### config.mk
export PLATFORM = sky130hd
export DESIGN_NAME = wb_port_arbiter
export DESIGN_NICKNAME = d
export VERILOG_FILES = /design/src/rtl/wb_port_arbiter.sv
export SDC_FILE = /design/constraint.sdc
export NUM_CORES = 1
export LEC_CHECK = 0
export CORE_MARGIN = 10
export CORE_UTILIZATION = 35
export DETAILED_ROUTE_END_ITERATION = 8
export HOLD_SLACK_MARGIN = 0.1
export PLACE_DENSITY = 0.64
export SYNTH_ARGS = -nofsm -noshare
export SYNTH_HDL_FRONTEND = slang
export SYNTH_SLANG_ARGS = --single-unit
### constraint.sdc
create_clock -name clk -period 3.6 [get_ports clk]
set_input_delay 0.54 -clock clk [delete_from_list [all_inputs] [get_ports clk]]
set_output_delay 0.54 -clock clk [all_outputs]
set_load 0.01 [all_outputs]
### src/rtl/wb_port_arbiter.sv
// wb_port_arbiter: shares the register-file write port between the in-order
// writeback stage (fixed priority, never stalled) and a long-latency unit
// whose results wait in a small FIFO and drain into idle port cycles.
// Also provides WAW kill of superseded entries, a starvation stall request
// and a pending-destination query for the hazard unit.
module wb_port_arbiter #(
    parameter int DEPTH        = 4,
    parameter int STARVE_LIMIT = 8
) (
    input  logic                       clk,
    input  logic                       resetn,
    input  logic                       wb_en,
    input  logic [4:0]                 wb_dest,
    input  logic [31:0]                wb_data,
    input  logic                       lu_valid,
    input  logic [4:0]                 lu_dest,
    input  logic [31:0]                lu_data,
    output logic                       lu_ready,
    output logic                       rf_we,
    output logic [4:0]                 rf_waddr,
    output logic [31:0]                rf_wdata,
    output logic                       stall_req,
    output logic [$clog2(DEPTH+1)-1:0] pending_cnt,
    input  logic [4:0]                 query_addr,
    output logic                       query_hit
);
    localparam int CW = $clog2(DEPTH + 1);
    localparam int PW = $clog2(DEPTH);
    localparam int SW = $clog2(STARVE_LIMIT + 1);
    localparam logic [CW-1:0] FULL = CW'(DEPTH);
    localparam logic [SW-1:0] SAT  = SW'(STARVE_LIMIT);

    // FIFO storage. A live bit is only ever set on an occupied slot and is
    // cleared when the slot pops, so live implies occupied.
    logic [DEPTH-1:0][4:0]  r_dest;
    logic [DEPTH-1:0][31:0] r_data;
    logic [DEPTH-1:0]       r_live;
    logic [PW-1:0]          r_wptr;
    logic [PW-1:0]          r_rptr;
    logic [CW-1:0]          r_cnt;

    // Port and starvation state
    logic                   r_we;
    logic [4:0]             r_waddr;
    logic [31:0]            r_wdata;
    logic [SW-1:0]          r_starve;
    logic                   r_stall;

    // Per-cycle decisions
    logic                   w_pw;
    logic                   w_empty;
    logic                   w_ready;
    logic                   w_head_live;
    logic                   w_pop_live;
    logic                   w_pop_dead;
    logic                   w_pop;
    logic                   w_push;
    logic [SW-1:0]          w_starve_nxt;
    logic [DEPTH-1:0]       w_kill;
    logic [DEPTH-1:0]       w_match;

    // Writes to $0 are discarded at the source; they never reach the port
    // and never kill anything.
    assign w_pw        = wb_en && (wb_dest != 5'd0);
    assign w_empty     = (r_cnt == '0);
    // Readiness depends on occupancy only, so a same-cycle pop cannot make
    // room for a same-cycle enqueue.
    assign w_ready     = (r_cnt < FULL);
    assign w_head_live = !w_empty && r_live[r_rptr];
    // A live head needs the port, so it yields to the pipeline; a dead head
    // needs no port slot and is discarded unconditionally.
    assign w_pop_live  = w_head_live && !w_pw;
    assign w_pop_dead  = !w_empty && !r_live[r_rptr];
    assign w_pop       = w_pop_live || w_pop_dead;
    // Results to $0, or to the register the pipeline writes this very cycle,
    // are already dead on arrival: accept the handshake, store nothing.
    assign w_push      = lu_valid && w_ready && (lu_dest != 5'd0) &&
                         !(w_pw && (lu_dest == wb_dest));

    // Per-entry destination compares for WAW kill and the hazard query
    for (genvar g = 0; g < DEPTH; g++) begin : g_entry
        assign w_kill[g]  = w_pw && (r_dest[g] == wb_dest);
        assign w_match[g] = r_live[g] && (r_dest[g] == query_addr);
    end

    assign query_hit   = (query_addr != 5'd0) && (|w_match);
    assign lu_ready    = w_ready;
    assign pending_cnt = r_cnt;
    assign rf_we       = r_we;
    assign rf_waddr    = r_waddr;
    assign rf_wdata    = r_wdata;
    assign stall_req   = r_stall;

    // FIFO control: pointers, occupancy and live bits (kill, pop, push)
    always_ff @(posedge clk) begin
        if (!resetn) begin
            r_live <= '0;
            r_wptr <= '0;
            r_rptr <= '0;
            r_cnt  <= '0;
        end else begin
            for (int i = 0; i < DEPTH; i++) begin
                if (w_kill[i]) begin
                    r_live[i] <= 1'b0;
                end
            end
            if (w_pop) begin
                r_live[r_rptr] <= 1'b0;
                r_rptr         <= r_rptr + PW'(1);
            end
            // The push slot is never the kill target nor the popped slot,
            // so this last assignment does not mask either of them.
            if (w_push) begin
                r_live[r_wptr] <= 1'b1;
                r_wptr         <= r_wptr + PW'(1);
            end
            r_cnt <= r_cnt + CW'(w_push) - CW'(w_pop);
        end
    end

    // FIFO payload; contents are don't-care until marked live
    always_ff @(posedge clk) begin
        if (w_push) begin
            r_dest[r_wptr] <= lu_dest;
            r_data[r_wptr] <= lu_data;
        end
    end

    // Port register: pipeline first, then a live FIFO head; address and
    // data hold when the port idles
    always_ff @(posedge clk) begin
        if (!resetn) begin
            r_we    <= 1'b0;
            r_waddr <= 5'd0;
            r_wdata <= 32'd0;
        end else if (w_pw) begin
            r_we    <= 1'b1;
            r_waddr <= wb_dest;
            r_wdata <= wb_data;
        end else if (w_pop_live) begin
            r_we    <= 1'b1;
            r_waddr <= r_dest[r_rptr];
            r_wdata <= r_data[r_rptr];
        end else begin
            r_we    <= 1'b0;
        end
    end

    // Next starvation count: cycles a live head has been blocked by the
    // pipeline, saturating at the limit
    always_comb begin
        w_starve_nxt = '0;
        if (!w_pop && w_head_live) begin
            w_starve_nxt = (r_starve == SAT) ? r_starve : r_starve + SW'(1);
        end
    end

    // Starvation counter and the registered stall request derived from it
    always_ff @(posedge clk) begin
        if (!resetn) begin
            r_starve <= '0;
            r_stall  <= 1'b0;
        end else begin
            r_starve <= w_starve_nxt;
            r_stall  <= (w_starve_nxt == SAT);
        end
    end

endmodule
==> load_flow_metrics.sql <==
INSERT INTO impl_metrics (metric_group, metric, value, unit) VALUES
('timing', 'share_of_the_cycle_needed_by_the_critical_path_after_routing', '85.4', '%'),
('cts', 'cts_made_buffers', '23', ''),
('job', 'drv_cap', '0', ''),
('route', 'drt_iter0_markers', '277', ''),
('power_and_ir_drop', 'cellInternalPower', '4.95', 'mW'),
('cts', 'clk_root_buffer_cell', 'sky130_fd_sc_hd__clkbuf_16', ''),
('layout', 'sequential_cell_area', '5530', 'um^2'),
('layout', 'final_design_area_excluding_fillers', '10700', 'um^2'),
('floorplanning', 'design.die.area', '30200', 'um^2'),
('route', 'drt_drc_violations_left', '0', ''),
('outcome', 'status', 'finished, final reports clean', ''),
('cts', 'ctsHoldBuffers', '0', ''),
('power_and_ir_drop', 'peakVddDrop', '372', 'uV'),
('global_route', 'groute.usage.overall', '13.0', '%'),
('yosys', 'synth.yosys.seq_area_share', '66.7', '%'),
('min_path', 'worst_hold_path_cell_count', '2', ''),
('cts', 'insertion_delay', '500', 'ps'),
('cts', 'clk_path_buf_depth', '3', ''),
('global_route', 'grt_antenna_before_repair', '1', ''),
('cts', 'htree_levels', '1', ''),
('worst_setup_path', 'timing.critical_path.required', '3060', 'ps'),
('worst_setup_path', 'worst_path_dominant_cell_family', 'buffers and inverters', ''),
('timing', 'grt_setup_unrepaired', 'false', ''),
('cts', 'cts_num_sinks', '202', ''),
('layout', 'mostFrequentLayoutCells', 'sky130_fd_sc_hd__edfxtp_1 (148), sky130_fd_sc_hd__clkdlybuf4s50_1 (126), sky130_fd_sc_hd__nand2_1 (80), sky130_fd_sc_hd__dfxtp_1 (52), sky130_fd_sc_hd__mux4_2 (38)', ''),
('cts', 'post_cts_setup_bufs', '0', ''),
('worst_setup_path', 'critical-path-top-cell-by-count', 'sky130_fd_sc_hd__clkdlybuf4s50_1', ''),
('timing', 'post-route-min-period', '3070', 'ps'),
('layout', 'syn2layout_area_growth', '28.7', '%'),
('yosys', 'synth_enable_flop_cells', '148', ''),
('floorplanning', 'fp-row-count', '56', ''),
('global_route', 'grt_pass1_wl', '31400', 'um'),
('floorplanning', 'core_region_area', '23400', 'um^2'),
('yosys', 'synthesis.area', '8280', 'um^2'),
('cts', 'tritoncts', 'yes', ''),
('placement', 'place_hpwl', '13600', 'um'),
('route', 'wl_per_cell', '19.8', 'um'),
('route', 'final_antenna_net_count', '0', ''),
('global_route', 'grt_pass1_vias', '5489', ''),
('timing', 'final_hold_viol_count', '0', ''),
('yosys', 'synthDominantCellAreaShare', '53.6', '%'),
('worst_setup_path', 'crit_chain', 'clkdlybuf4s50_1, xor2_1, nor4_1, nand3_1, nand4_1, o21a_1, clkdlybuf4s50_1', ''),
('min_path', 'holdPathEnd', 'rf_wdata[3]$_SDFFE_PN0P_', ''),
('timing', 'max_clock_freq', '325', 'MHz'),
('placement', 'place_congestion', '0.881', ''),
('layout', 'fillCellCount', '2076', ''),
('yosys', 'post-synth-top-area-cell', 'sky130_fd_sc_hd__edfxtp_1', ''),
('yosys', 'ys_warn_count', '0', ''),
('power_and_ir_drop', 'clock_network_fraction_of_total_power', '34.0', '%'),
('layout', 'multiInputGateArea', '2550', 'um^2'),
('power_and_ir_drop', 'share_comb_of_total_power', '23.0', '%'),
('power_and_ir_drop', 'power.leakage', '3.69', 'nW'),
('worst_setup_path', 'critPathArrivalTime', '2530', 'ps'),
('placement', 'portBuffers', '126', ''),
('yosys', 'synth_ff_type', 'sky130_fd_sc_hd__edfxtp_1', ''),
('yosys', 'synth_area_per_cell', '15.5', 'um^2'),
('placement', 'placedInstanceArea', '9910', 'um^2'),
('route', 'routed_via_density', '4.89', ''),
('route', 'drtPass1Iterations', '4', ''),
('yosys', 'mappedNetlistNets', '631', ''),
('min_path', 'hold_path_class', 'flop to flop', ''),
('floorplanning', 'num_io_pins', '127', ''),
('yosys', 'ys_async_sr_fraction', '0', '%'),
('power_and_ir_drop', 'p_seq_share', '43.0', '%'),
('worst_setup_path', 'ff2ff_setup_slack', '1000', 'ps'),
('global_route', 'largest_net_degree_at_the_start_of_global_routing', '42', ''),
('worst_setup_path', 'timing.reg2reg.worst_path_depth', '9', ''),
('cts', 'ctsResizeCount', '0', ''),
('worst_setup_path', 'endpoint_of_the_most_critical_register_to_register_path', 'pending_cnt[2]$_SDFF_PN0_', ''),
('route', 'detailroute.via_count', '4931', ''),
('route', 'drt-total-wl', '19900', 'um');
[metrics by stage]
stage / setup slack [ps] / instances
after floorplan: 663 / 535
after global placement: 302 / 966
after detailed placement: 152 / 966
after CTS: 543 / 1007
after global routing: 419 / 1007
final: 527 / 1008
[worst reg2reg max path, stage by stage (launching register included)]
cell	delay (ps)
sky130_fd_sc_hd__dfxtp_1	360
sky130_fd_sc_hd__mux4_2	520
sky130_fd_sc_hd__a21oi_2	360
sky130_fd_sc_hd__ha_1	180
sky130_fd_sc_hd__inv_1	40
sky130_fd_sc_hd__ha_1	180
sky130_fd_sc_hd__fa_1	390
sky130_fd_sc_hd__xnor2_1	210
sky130_fd_sc_hd__xnor2_1	90
sky130_fd_sc_hd__and2_1	160
[cells by family after synthesis]
group,after synthesis,synth area share (%)
simple gates,131,7.58
xor+xnor,51,5.39
mux,39,10.5
fa+ha+maj,13,2.05
compound gates,57,5.23
flops,202,66.7
buf+inv,42,2.60
[worst max path at each step]
| stage | start | end | slack (ps) | depth (start not counted) |
|---|---|---|---|---|
| 6_report | query_addr[1] | query_hit | 530 | 7 |
| 5_1_grt | query_addr[2] | query_hit | 420 | 7 |
| 4_1_cts | query_addr[1] | query_hit | 540 | 7 |
| 3_5_place_dp | wb_dest[0] | pending_cnt[2]$_SDFF_PN0_ | 150 | 11 |
| 3_3_place_gp | wb_dest[1] | pending_cnt[2]$_SDFF_PN0_ | 300 | 12 |
| 2_1_floorplan | wb_dest[1] | pending_cnt[2]$_SDFF_PN0_ | 660 | 13 |
[routing by layer]
metal / global-route usage [%] / share of wire [%] / up-vias
met5: 0 / 0 / -
met3: 3.11 / 6.6 / 34
met1: 16.0 / 41 / 2454
met4: 3.81 / 1.8 / 0
met2: 22.3 / 50 / 152
li1: - / - / 2291
[power groups by stage]
stage / Combinational [mW] / Sequential (mW) / Clock, mW
detailed placement: 1.58 / 2.94 / 0
global placement: 1.55 / 2.92 / 0
finish: 1.54 / 2.89 / 2.28
global route: 1.71 / 2.91 / 2.44
CTS: 1.59 / 2.89 / 2.35
floorplan: 0.972 / 2.94 / 0
[sequential cells by signal, indices dropped and copies added (netlist names)]
register     cells
r_data         128
rf_wdata        32
r_dest          20
rf_waddr         5
r_live           4
r_starve         4
pending_cnt      3
r_rptr           2
r_wptr           2
rf_we            1
stall_req        1
[cells in the mapped netlist, types with 2 or more instances]
| cell type | number |
|---|---|
| sky130_fd_sc_hd__xnor2_1 | 21 |
| sky130_fd_sc_hd__o21ai_0 | 3 |
| sky130_fd_sc_hd__clkbuf_1 | 13 |
| sky130_fd_sc_hd__mux4_2 | 38 |
| sky130_fd_sc_hd__a22oi_1 | 36 |
| sky130_fd_sc_hd__a31o_2 | 4 |
| sky130_fd_sc_hd__edfxtp_1 | 148 |
| sky130_fd_sc_hd__nand2_1 | 80 |
| sky130_fd_sc_hd__nor4_1 | 5 |
| sky130_fd_sc_hd__ha_1 | 12 |
| sky130_fd_sc_hd__o21a_1 | 2 |
| sky130_fd_sc_hd__buf_2 | 4 |
| sky130_fd_sc_hd__a221oi_1 | 4 |
| sky130_fd_sc_hd__and2_1 | 10 |
| sky130_fd_sc_hd__nand3_1 | 13 |
| sky130_fd_sc_hd__nand3b_1 | 2 |
| sky130_fd_sc_hd__xor2_1 | 30 |
| sky130_fd_sc_hd__dfxtp_1 | 54 |
| sky130_fd_sc_hd__a31oi_1 | 2 |
| sky130_fd_sc_hd__a21oi_1 | 2 |
| sky130_fd_sc_hd__buf_4 | 12 |
| sky130_fd_sc_hd__nor2_1 | 5 |
| sky130_fd_sc_hd__nor3_1 | 6 |
| sky130_fd_sc_hd__inv_1 | 11 |
| sky130_fd_sc_hd__or4_1 | 2 |
[area by class of cell]
cell class	instances	area share (%)
clock inverter	10	0.986
inverter	11	0.387
timing repair buffer	143	13.0
antenna	1	0.0235
clock buffer	31	6.07
sequential	202	51.8
tap	319	3.74
multi-input combinational	291	23.9
Power figures use the tool's default switching activity.
